**config.mk**
```make
export PLATFORM = sky130hd
export DESIGN_NAME = ram_port_arbiter
export DESIGN_NICKNAME = d
export VERILOG_FILES = /design/src/rtl/tau_memory_pkg.sv /design/src/rtl/rr_arbiter_2.sv /design/src/rtl/ram_port_arbiter.sv
export SDC_FILE = /design/constraint.sdc
export NUM_CORES = 1
export LEC_CHECK = 0
export ABC_AREA = 1
export CAP_MARGIN = 25
export CORE_ASPECT_RATIO = 1.75
export CORE_MARGIN = 8
export CORE_UTILIZATION = 18
export CTS_CLUSTER_DIAMETER = 150
export DETAILED_ROUTE_END_ITERATION = 6
export PLACE_DENSITY = 0.87
export SLEW_MARGIN = 10
export SYNTH_ARGS = -nofsm -noshare
export SYNTH_HDL_FRONTEND = slang
export SYNTH_HIERARCHICAL = 1
export SYNTH_SLANG_ARGS = --single-unit
```
**constraint.sdc**
```tcl
create_clock -name clock -period 1 [get_ports clock]
set_input_delay 0.15 -clock clock [delete_from_list [all_inputs] [get_ports clock]]
set_output_delay 0.15 -clock clock [all_outputs]
set_load 0.02 [all_outputs]
```
**src/rtl/tau_memory_pkg.sv**
```systemverilog
// Shared memory-subsystem definitions: default bus widths, RAM access codes
// and the grant encoding used by the port arbiters.
package tau_memory_pkg;

    localparam int unsigned ADDRESS_WIDTH_DEFAULT = 16;
    localparam int unsigned DATA_WIDTH_DEFAULT    = 16;

    localparam logic RW_READ  = 1'b0;
    localparam logic RW_WRITE = 1'b1;

    typedef enum logic {
        GRANT_FETCH = 1'b0,
        GRANT_DATA  = 1'b1
    } grant_t;

endpackage

```
**src/rtl/rr_arbiter_2.sv**
```systemverilog
// Two-requester round-robin arbiter. Bit 0 is the fetch port, bit 1 the data port.
// A grant is always taken (ready == grant), so every grant updates last_grant.
module rr_arbiter_2
    import tau_memory_pkg::*;
(
    input  logic       clock,
    input  logic       reset,
    input  logic [1:0] request,
    output logic [1:0] grant
);

    grant_t last_grant;

    // Lone requester wins outright; under contention the other port goes next.
    always_comb begin
        grant = 2'b00;
        if (!reset) begin
            case (request)
                2'b01:   grant = 2'b01;
                2'b10:   grant = 2'b10;
                2'b11:   grant = (last_grant == GRANT_FETCH) ? 2'b10 : 2'b01;
                default: grant = 2'b00;
            endcase
        end
    end

    always_ff @(posedge clock) begin
        if (reset) begin
            last_grant <= GRANT_FETCH;
        end else if (grant[1]) begin
            last_grant <= GRANT_DATA;
        end else if (grant[0]) begin
            last_grant <= GRANT_FETCH;
        end
    end

endmodule

```
**src/rtl/ram_port_arbiter.sv**
```systemverilog
// Shares one synchronous single-port RAM between an instruction-fetch port and
// a load/store port; one access per cycle, response exactly one cycle later.
module ram_port_arbiter
    import tau_memory_pkg::*;
#(
    parameter int unsigned ADDRESS_WIDTH = ADDRESS_WIDTH_DEFAULT,
    parameter int unsigned DATA_WIDTH    = DATA_WIDTH_DEFAULT
) (
    input  logic                     clock,
    input  logic                     reset,

    input  logic                     fetch_req_valid,
    output logic                     fetch_req_ready,
    input  logic [ADDRESS_WIDTH-1:0] fetch_address,
    output logic                     fetch_resp_valid,
    output logic [DATA_WIDTH-1:0]    fetch_resp_data,

    input  logic                     data_req_valid,
    output logic                     data_req_ready,
    input  logic                     data_req_rw,
    input  logic [ADDRESS_WIDTH-1:0] data_address,
    input  logic [DATA_WIDTH-1:0]    data_write_data,
    output logic                     data_resp_valid,
    output logic [DATA_WIDTH-1:0]    data_resp_data,

    output logic                     ram_enable,
    output logic                     ram_rw,
    output logic [ADDRESS_WIDTH-1:0] ram_address,
    output logic [DATA_WIDTH-1:0]    ram_data_in,
    input  logic [DATA_WIDTH-1:0]    ram_data_out
);

    logic [1:0] grant;
    logic       fetch_pending;
    logic       data_pending;

    rr_arbiter_2 u_rr_arbiter (
        .clock   (clock),
        .reset   (reset),
        .request ({data_req_valid, fetch_req_valid}),
        .grant   (grant)
    );

    assign fetch_req_ready = grant[0];
    assign data_req_ready  = grant[1];

    // Steer the winner onto the RAM; fetch is always a read.
    always_comb begin
        ram_enable  = |grant;
        ram_rw      = RW_READ;
        ram_address = fetch_address;
        ram_data_in = '0;
        if (grant[1]) begin
            ram_rw      = data_req_rw;
            ram_address = data_address;
            ram_data_in = data_write_data;
        end
    end

    always_ff @(posedge clock) begin
        if (reset) begin
            fetch_pending <= 1'b0;
            data_pending  <= 1'b0;
        end else begin
            fetch_pending <= grant[0];
            data_pending  <= grant[1];
        end
    end

    // Masking with reset drops the response of an access accepted just before reset.
    assign fetch_resp_valid = fetch_pending & ~reset;
    assign data_resp_valid  = data_pending & ~reset;
    assign fetch_resp_data  = ram_data_out;
    assign data_resp_data   = ram_data_out;

endmodule
```
==> metrics.csv <==
stage,metric,value,unit
worst_setup_path,path_class,flip-flop to primary output,
clock_tree,cts.reportedPaths.clkPinSlew,30,ps
worst_setup_path,slowest_delay,310,ps
logic_synthesis,synth_area_leaders,"nand2_1 (33%), buf_4 (33%), inv_1 (11%)",
power,vdd_drop_max,0.887,mV
route,drt_iter0_markers,9,
clock_tree,cts.sinks,3,
logic_synthesis,syn-num-nets,210,
place,port_buffers,90,
power,total_power,1.42,mW
worst_setup_path,crit_path_top_delay_cell,dfxtp_2,
power,seqPwrFrac,0.092,
clock_tree,cts_tree,yes,
timing,fmax,653,MHz
clock_tree,clock-root-buffer,clkbuf_8,
global_routing,grt_antenna_before_repair,0,
die,die_area,0.00659,mm^2
finish,fin_nets,285,
power,intPower,0.914,mW
route,final_antenna_net_count,0,
global_routing,grt_max_degree,11,
finish,stdcell_count,264,
worst_setup_path,crit_path_frequent_cell,nand2_2,
clock_tree,htreeDepth,1,
worst_setup_path,path_max_fanout,9,
place,place.gp.congestion,0.710,
global_routing,grt_pass1_vias,1107,
logic_synthesis,synth_area_per_cell,5.34,um^2
timing,rsz0062_at_grt,true,
clock_tree,clk_latency,220,ps
worst_setup_path,crit_path_end_kind,primary output,
timing,slew_violations,0,
clock_tree,postCtsHoldBufs,0,
timing,finalWorstPathRequiredPeriod,1530,ps
die,num_io_pins,139,
power,swShare,0.356,
route,routed_wl,3.86,mm
timing,tightest_slew,137,ps
power,powerDensity,736,mW/mm^2
die,die_h,102,um
worst_setup_path,required,850,ps
worst_setup_path,r2r-start,u_rr_arbiter/last_grant,
logic_synthesis,synth_top_area_frac,0.334,
logic_synthesis,ys_warn_count,6,
power,clockPowerShare,0.257,
logic_synthesis,ys_ff_latch,3,
global_routing,grt_overflow,0,
global_routing,grt.total_usage,0.109,
finish,num-fill-cells,401,
power,p_sw,0.506,mW
hold_path,hp-class,input pin to primary output,
timing,finalSetupViolations,37,
timing,tns,-17070,ps
place,dp_hpwl,2.87,mm
worst_setup_path,start_kind,flip-flop,
die,initial_core_util,0.185,
global_routing,grt_pass1_wl,5.58,mm
place,placedCellCount,250,
timing,hold_viol,0,
route,route.detailed.drc,0,
worst_setup_path,critPathArrivalTime,1380,ps
finish,syn_to_final_growth,156,%
clock_tree,cts_buffer_depth,2,
route,vias,1029,
worst_setup_path,path_cells,"nand2_2, nand2_2, nor2_4, buf_12, buf_12, inv_12, nand2_2, nand2_2, buf_6",
hold_path,min_from,ram_data_out[10],
status,status,"finished, violations left",
route,viasPerCell,3.90,
route,wl_per_cell,14.6,um
die,coreArea,0.00407,mm^2
power,combPwrFrac,0.650,
logic_synthesis,synthCells,141,
timing,finalCritPeriodShare,1.53,
die,rows,31,
flow_run,drv_cap,0,
finish,final_core_util,0.473,
logic_synthesis,ys_types,11,
timing,setup_ws,-532,ps
power,leakagePower,0.971,nW
die,die_w,64.9,um
route,drt_pass1_iterations,3,
clock_tree,cts_inserted_buffers,3,
timing,finalClockSkew,0.841,ps
worst_setup_path,critPathLaunch,u_rr_arbiter/last_grant,
logic_synthesis,synth_area,753,um^2
logic_synthesis,yosys.area.top_type,nand2_1,
logic_synthesis,seq_area_frac_synth,0.0797,
status,violations,setup timing,
timing,slew_headroom,0.909,
finish,antenna_cells,0,
finish,drive_gt1_frac,0.642,
worst paths after layout:
path	end	slack (ps)	cells after the start
setup / recovery	ram_address[9]	-530	9
hold / removal	data_resp_data[10]	300	0
setup reg to reg	data_pending	-300	9
hold reg to reg	u_rr_arbiter/last_grant	650	4
state kept, by name, summed over array words and instances (netlist names):
name / count
u_rr_arbiter/last_grant: 1
data_pending: 1
fetch_pending: 1
power by group through the flow:
stage	registers [mW]	logic [mW]	clock network, mW
after global routing	0.132	0.979	0.380
after CTS	0.130	0.901	0.376
final	0.131	0.923	0.365
after detailed placement	0.132	0.747	0
after global placement	0.132	0.737	0
after floorplan	0.131	0.507	0
through the flow:
| stage | hold WS [ps] | setup WS (ps) | instance area, um^2 |
|---|---|---|---|
| 2_1_floorplan | 217 | -250 | 846 |
| 3_3_place_gp | 300 | -1060 | 1570 |
| 3_5_place_dp | 300 | -1090 | 1570 |
| 4_1_cts | 300 | -521 | 1870 |
| 5_1_grt | 300 | -583 | 1930 |
| 6_report | 300 | -532 | 1930 |
layer usage:
| metal | global-route usage | part of all wire |
|---|---|---|
| met1 | 0.0885 | 0.28 |
| met2 | 0.215 | 0.58 |
| met4 | 0.0591 | 0.034 |
| met5 | 0 | 0 |
| met3 | 0.0421 | 0.10 |
cells in the mapped netlist, drive strengths merged:
library cell  count
inv              23
clkbuf            1
nor2              9
nand2            69
buf              36
dfxtp             3
worst max-delay path: cells and delay by family, from the launching register on:
kind	cells	cell delay, ps
buffers and inverters	4	450
AND/OR/NAND/NOR	5	390
flip-flops	1	310
layout make-up:
type	count	area [um^2]	share of cell area
clock buffers	4	45.0	0.0234
inverters	23	93.8	0.0487
multi-input cells	78	508	0.263
flip-flops and latches	3	62.6	0.0324
well taps	49	61.3	0.0318
repair buffers	105	1130	0.586
repair inverters	2	27.5	0.0143
cell usage in the layout (no fill, tap or decap), drive strengths merged:
master / netlist / final
buf: 36 / 53
dlygate4sd2: 0 / 3
nand2: 69 / 69
dfxtp: 3 / 3
inv: 23 / 25
clkdlybuf4s50: 0 / 49
nor2: 9 / 9
clkbuf: 1 / 4
timing repair:
action / 4_1_cts / 5_1_grt
endpoints found under the setup margin: 40 / 40
gates cloned: 4 / 0
resized for setup: 262 / 26
pin swaps: 11 / 5
setup buffers: 6 / 1
cells by family after synthesis:
| family | after synthesis | share of synthesized area |
|---|---|---|
| buf+inv | 60 | 0.522 |
| flops | 3 | 0.0797 |
| simple gates | 78 | 0.399 |
(Power assumes the default switching activity.)
==> RTL edit 1 (config.mk and constraints unchanged) <==
Set the package constant `ADDRESS_WIDTH_DEFAULT` to 17 (it was 16).
--- a/src/rtl/tau_memory_pkg.sv
+++ b/src/rtl/tau_memory_pkg.sv
@@ -2,7 +2,7 @@
 // and the grant encoding used by the port arbiters.
 package tau_memory_pkg;
 
-    localparam int unsigned ADDRESS_WIDTH_DEFAULT = 16;
+    localparam int unsigned ADDRESS_WIDTH_DEFAULT = 17;
     localparam int unsigned DATA_WIDTH_DEFAULT    = 16;
 
     localparam logic RW_READ  = 1'b0;
Interface: changed (resized data_address, fetch_address and ram_address); port bits go from 139 to 142. The function was not compared with the original's and may differ.
==> RTL edit 1 against the original RTL <==
  * The flow still finishes with violations (setup timing)
  * Area after synthesis shrank 0.50%
  * Sequential cell count is the same
  * Clock power is essentially flat
  * Design area grew 5.3%
  * Non-clock buffer count grew 10
  * Combinational power grew 5.3%
  * Setup slack lost 0.043 ns
  * Total power grew 3.3%
  * Global-route usage shrank 0.24 points
  * First-iteration DRC count shrank 11%
  * Critical path type unchanged
  * Die area shrank 0.40%
  * Wire length shrank 4.3%
==> RTL edit 1: results (changes against the original RTL) <==
Status
  – Status: finished with violations
  – Violated checks: setup timing

Power and ir drop
  – LEAKAGE: 1.063 nW (+9.5%)
  – Maximum vdd drop: 0.0008108 V (-8.6%)

Finish
  – Syn-to-layout area delta: 170.8%
  – Reg area: 61.31 um2 (-2.0%)
  – Clock-cell share: 2.219% (-0.12 points)
  – Fin nets: 298 (+4.6%)
  – Count of non-CTS buffers in the layout: 115 (+9.5%)
  – Share of cells above drive strength 1: 64.16% (about the same)
  – Signal inverters: 23 (-8.0%)
  – Top Registers: data_pending: 1 flops, fetch_pending: 1 flops, u_rr_arbiter/last_grant: 1 flops
  – NonClk Buf Share: 61.84% (+3.2 points)
  – Fraction of area in multi-input gates: 24.85% (-1.5 points)
  – Fillers: 380 (-5.2%)
  – Multi-input gate count: 81 (+3.8%)

Global route
  – Met2 Use GR: 20.23% (-1.2 points)
  – Met1 Resource Use GR: 8.584% (-0.26 points)
  – Total global-route track usage: 10.70% (-0.24 points)
  – Vias in the first global route: 1234 (+11%)
  – Largest net degree at the start of global routing: 20 (+9)
  – GR Layer Usage met3: 3.876% (-0.33 points)

Synth
  – Cell variety after synth: 8 (-3)
  – Post-synth top cells: 72 x nand2_1, 34 x buf_4, 22 x inv_1, 8 x nor2_1
  – Post-synthesis sequential area ratio: 8.013% (+0.040 points)
  – Cell count after synthesis: 144 (+2.1%)
  – Post-Syn Nets: 215 (+2.4%)
  – Synth area leaders: nand2_1 36%, buf_4 34%, inv_1 11%, dfxtp_1 8.0%, buf_6 4.5%

Critical path
  – CP arrival: 1.43 ns (+0.05 ns)
  – Max FO, Critical Path: 5 (-4)
  – Register-to-Register Path Depth: 8 (-1)

Placement
  – DP Area: 1573 um2 (about the same)
  – Routability cong.: 0.6768 (-4.7%)
  – Post-DP HPWL: 2691 um (-6.2%)
  – Port Buffers: 93 (+3.3%)
  – Cells after DPL: 255 (+2.0%)

Routing
  – Via Count: 1083 (+5.2%)
  – Aggregate routed wire length: 3690 um (-4.3%)
  – DR iter-0 viols: 8 (-1)
  – DR pass1 iterations: 4 (+1)

Timing
  – Final WS setup: -0.5753 ns (-0.04281 ns)
  – Setup violations, final: 38 (+2.7%)
  – Worst clock skew: 0.003818 ns (+0.002977 ns)
  – Slew @ Worst Pin: 0.1515 ns (+0.01454 ns)

Min path
  – Min-delay src: ram_data_out[4]
## RTL edit 1: repair_timing
item,in CTS,in global routing
endpoints found under the hold margin,0,0
gates resized for setup,272,30
endpoints found under the setup margin,41,39
pin swaps,10,4
buffers inserted,12,2
gates cloned,4,0
## RTL edit 1: worst paths after layout
path,endpoint,slack (ns)
max,ram_address[7],-0.58
min,fetch_resp_data[4],0.30
max reg2reg,data_pending,-0.17
min reg2reg,u_rr_arbiter/last_grant,0.59
## RTL edit 1: report_power, final
group          leakage (nW)  internal [mW]  total [mW]  switching [mW]
logic                  1.02          0.555       0.972           0.416
registers            0.0249          0.128       0.130         0.00279
clock network        0.0228          0.273       0.365          0.0920
## RTL edit 1: kinds of logic after synthesis
group | Yosys count
simple gates | 81
buf+inv | 60
flops | 3
## RTL edit 1: stage by stage
| stage | total power, mW | worst slack (ns) |
|---|---|---|
| 3_5_place_dp | 0.8803 | -1.033 |
| 5_1_grt | 1.549 | -0.6557 |
| 4_1_cts | 1.453 | -0.5592 |
| 3_3_place_gp | 0.8731 | -1.002 |
| 6_report | 1.467 | -0.5753 |
| 2_1_floorplan | 0.6266 | -0.2495 |
## RTL edit 1: worst max-delay path, cell delays in order (launching register included)
cell and delay (ns):
dfxtp_2 0.31, nand2_2 0.06, nand2_2 0.08, nor2_4 0.15, buf_6 0.13, buf_6 0.13
buf_16 0.12, nand2_2 0.05, nand2_2 0.06, buf_6 0.11
## RTL edit 1: layer usage
layer  vias up  wire length, um
met4         0              165
met2        61             1941
li1        540                -
met1       454             1147
met5         -                0
met3        28              435
==> RTL edit 2 (same flow settings) <==
Made on the original files. Make the reset (`reset`) asynchronous in 2 clocked blocks.
--- a/src/rtl/rr_arbiter_2.sv
+++ b/src/rtl/rr_arbiter_2.sv
@@ -24,7 +24,7 @@
         end
     end
 
-    always_ff @(posedge clock) begin
+    always_ff @(posedge clock or posedge reset) begin
         if (reset) begin
             last_grant <= GRANT_FETCH;
         end else if (grant[1]) begin
--- a/src/rtl/ram_port_arbiter.sv
+++ b/src/rtl/ram_port_arbiter.sv
@@ -57,7 +57,7 @@
         end
     end
 
-    always_ff @(posedge clock) begin
+    always_ff @(posedge clock or posedge reset) begin
         if (reset) begin
             fetch_pending <= 1'b0;
             data_pending  <= 1'b0;
Formal check against the unedited RTL: same outputs for any inputs over 10 cycles, from zero or initial values and one cycle with reset high; that may be too few to reach the edited logic, so the function may still have changed.
==> RTL edit 2 against the original RTL <==
  * The flow still finishes with violations (setup timing)
  * Sequential cell count is the same
  * Sequential power grew 6%
  * Count of clock-buffer cells in the layout is the same
  * Area after synthesis shrank 1.5%
  * Critical endpoint is now ram_address[1]
  * Sequential share of layout area grew 0.55 points
  * Total power grew 4.3%
  * Wire length shrank 3.2%
  * Register-to-register slack gained 0.39 ns
  * Design area grew 2.6%
  * Hold slack lost 0.23 ns
  * Setup slack gained 0.033 ns
==> RTL edit 2: results (changes against the original RTL) <==
Global route
  – Vias in the first global route: 1110 (+0.27%)
  – Total global-route track usage: 10.62% (-0.32 points)
  – Largest net degree at the start of global routing: 17 (+6)
  – First-pass GRT wire length: 5395 um (-3.4%)

Routing
  – Via Count: 1043 (+1.4%)
  – DR iter-0 viols: 16 (+7)
  – Routed len/inst: 14.25 um (-2.4%)
  – Aggregate routed wire length: 3733 um (-3.2%)

Synth
  – Compound-Gate Fraction of Synth Area: 1.180% (+1.2 points)
  – Post-Syn Nets: 207 (-1.4%)
  – Async SR Flop Fraction: 100.0% (+100 points)
  – Dominant synthesized flop cell: dfrtp_1
  – Synth area leaders: buf_4 35%, nand2_1 34%, inv_1 11%, dfrtp_1 10%, buf_6 3.0%
  – Post-synth top cells: 68 x nand2_1, 35 x buf_4, 22 x inv_1, 3 x dfrtp_1
  – Cell variety after synth: 12 (+1)
  – Post-synthesis sequential area ratio: 10.12% (+2.1 points)

Finish
  – Fillers: 396 (-1.2%)
  – Fin nets: 283 (-0.70%)

Timing
  – Slew @ Worst Pin: 0.1468 ns (+0.009827 ns)
  – Worst clock skew: 0.0004202 ns (-0.0004205 ns)
  – Final WS setup: -0.4991 ns (+0.03334 ns)
  – TNS Setup: -16.08 ns (+0.9900 ns)
  – Setup violations, final: 36 (-2.7%)

Min path
  – HP Class: input pin to async pin

Placement
  – Post-DP HPWL: 2920 um (+1.8%)
  – Routability cong.: 0.7347 (+3.4%)
  – Cells after DPL: 251 (+0.40%)

Power and ir drop
  – LEAKAGE: 1.048 nW (+8.0%)
  – Maximum vdd drop: 0.0005349 V (-40%)

Status
  – Status: finished with violations
  – Violated checks: setup timing

Critical path
  – CP arrival: 1.35 ns (-0.03 ns)
  – Slowest stage delay, CP: 0.39 ns (+0.08 ns)
  – Max FO, Critical Path: 8 (-1)
  – Crit-path slowest cell: dfrtp_1
-- RTL edit 2: changes by cell type after synthesis, moves of 2 or more --
cell / delta
buf_4: +2
dfxtp_1: -3
dfrtp_1: +3
nor2_1: -6
-- RTL edit 2: path summary, 6_finish.rpt --
kind	startpoint	cells past startpoint	slack (ns)	end
worst max-delay path	u_rr_arbiter/last_grant	8	-0.50	ram_address[1]
worst min-delay path	reset	3	0.07	u_rr_arbiter/last_grant
worst max register to register	u_rr_arbiter/last_grant	4	0.09	data_pending
worst min register to register	u_rr_arbiter/last_grant	3	0.63	u_rr_arbiter/last_grant
max in group asynchronous	reset	3	0.81	data_pending
min in group clock	ram_data_out[9]	0	0.30	fetch_resp_data[9]
-- RTL edit 2: power groups by stage --
stage | registers, mW | logic (mW) | clock network [mW]
floorplan | 0.139 | 0.504 | 0
global placement | 0.139 | 0.782 | 0
detailed placement | 0.140 | 0.793 | 0
CTS | 0.140 | 0.955 | 0.360
global route | 0.140 | 1.05 | 0.363
finish | 0.139 | 0.991 | 0.350
-- RTL edit 2: layout make-up --
cell class	instances	area (um2)	area share, %
timing repair inverter	3	52.55	2.657
multi-input combinational	74	489.2	24.73
inverter	24	123.9	6.262
timing repair buffer	105	1131	57.18
tap	49	61.31	3.099
clock buffer	4	45.04	2.277
sequential	3	75.07	3.795
-- RTL edit 2: stage by stage --
stage | power [mW] | hold slack, ns
3_3_place_gp | 0.9204 | 0.3002
3_5_place_dp | 0.9325 | 0.3002
2_1_floorplan | 0.6429 | -0.1091
4_1_cts | 1.454 | 0.06147
5_1_grt | 1.553 | 0.08511
6_report | 1.480 | 0.06839
-- RTL edit 2: metal layers --
layer  GRT usage (%)  up-vias  wire length (um)
met3           4.343       31               434
li1                -      504                 -
met4           8.108        0               218
met2           19.00       64              1878
met5               0        -                 0
met1           8.980      444              1201
-- RTL edit 2: cell families after synthesis --
kind of cell / count (synthesis)
buffers and inverters: 61
AO/OA/AOI/OAI: 1
AND/OR/NAND/NOR: 73
flip-flops: 3
-- RTL edit 2: timing repair --
item / in CTS / in global routing
endpoints found under the setup margin: 38 / 38
setup buffers: 2 / 2
gates resized for setup: 275 / 20
pin swaps: 6 / 4
gates cloned: 3 / 1
-- RTL edit 2: tightest hold or removal path, delay by kind of cell --
| kind | cells | cell delay [ns] |
|---|---|---|
| buf+inv | 3 | 0.45 |
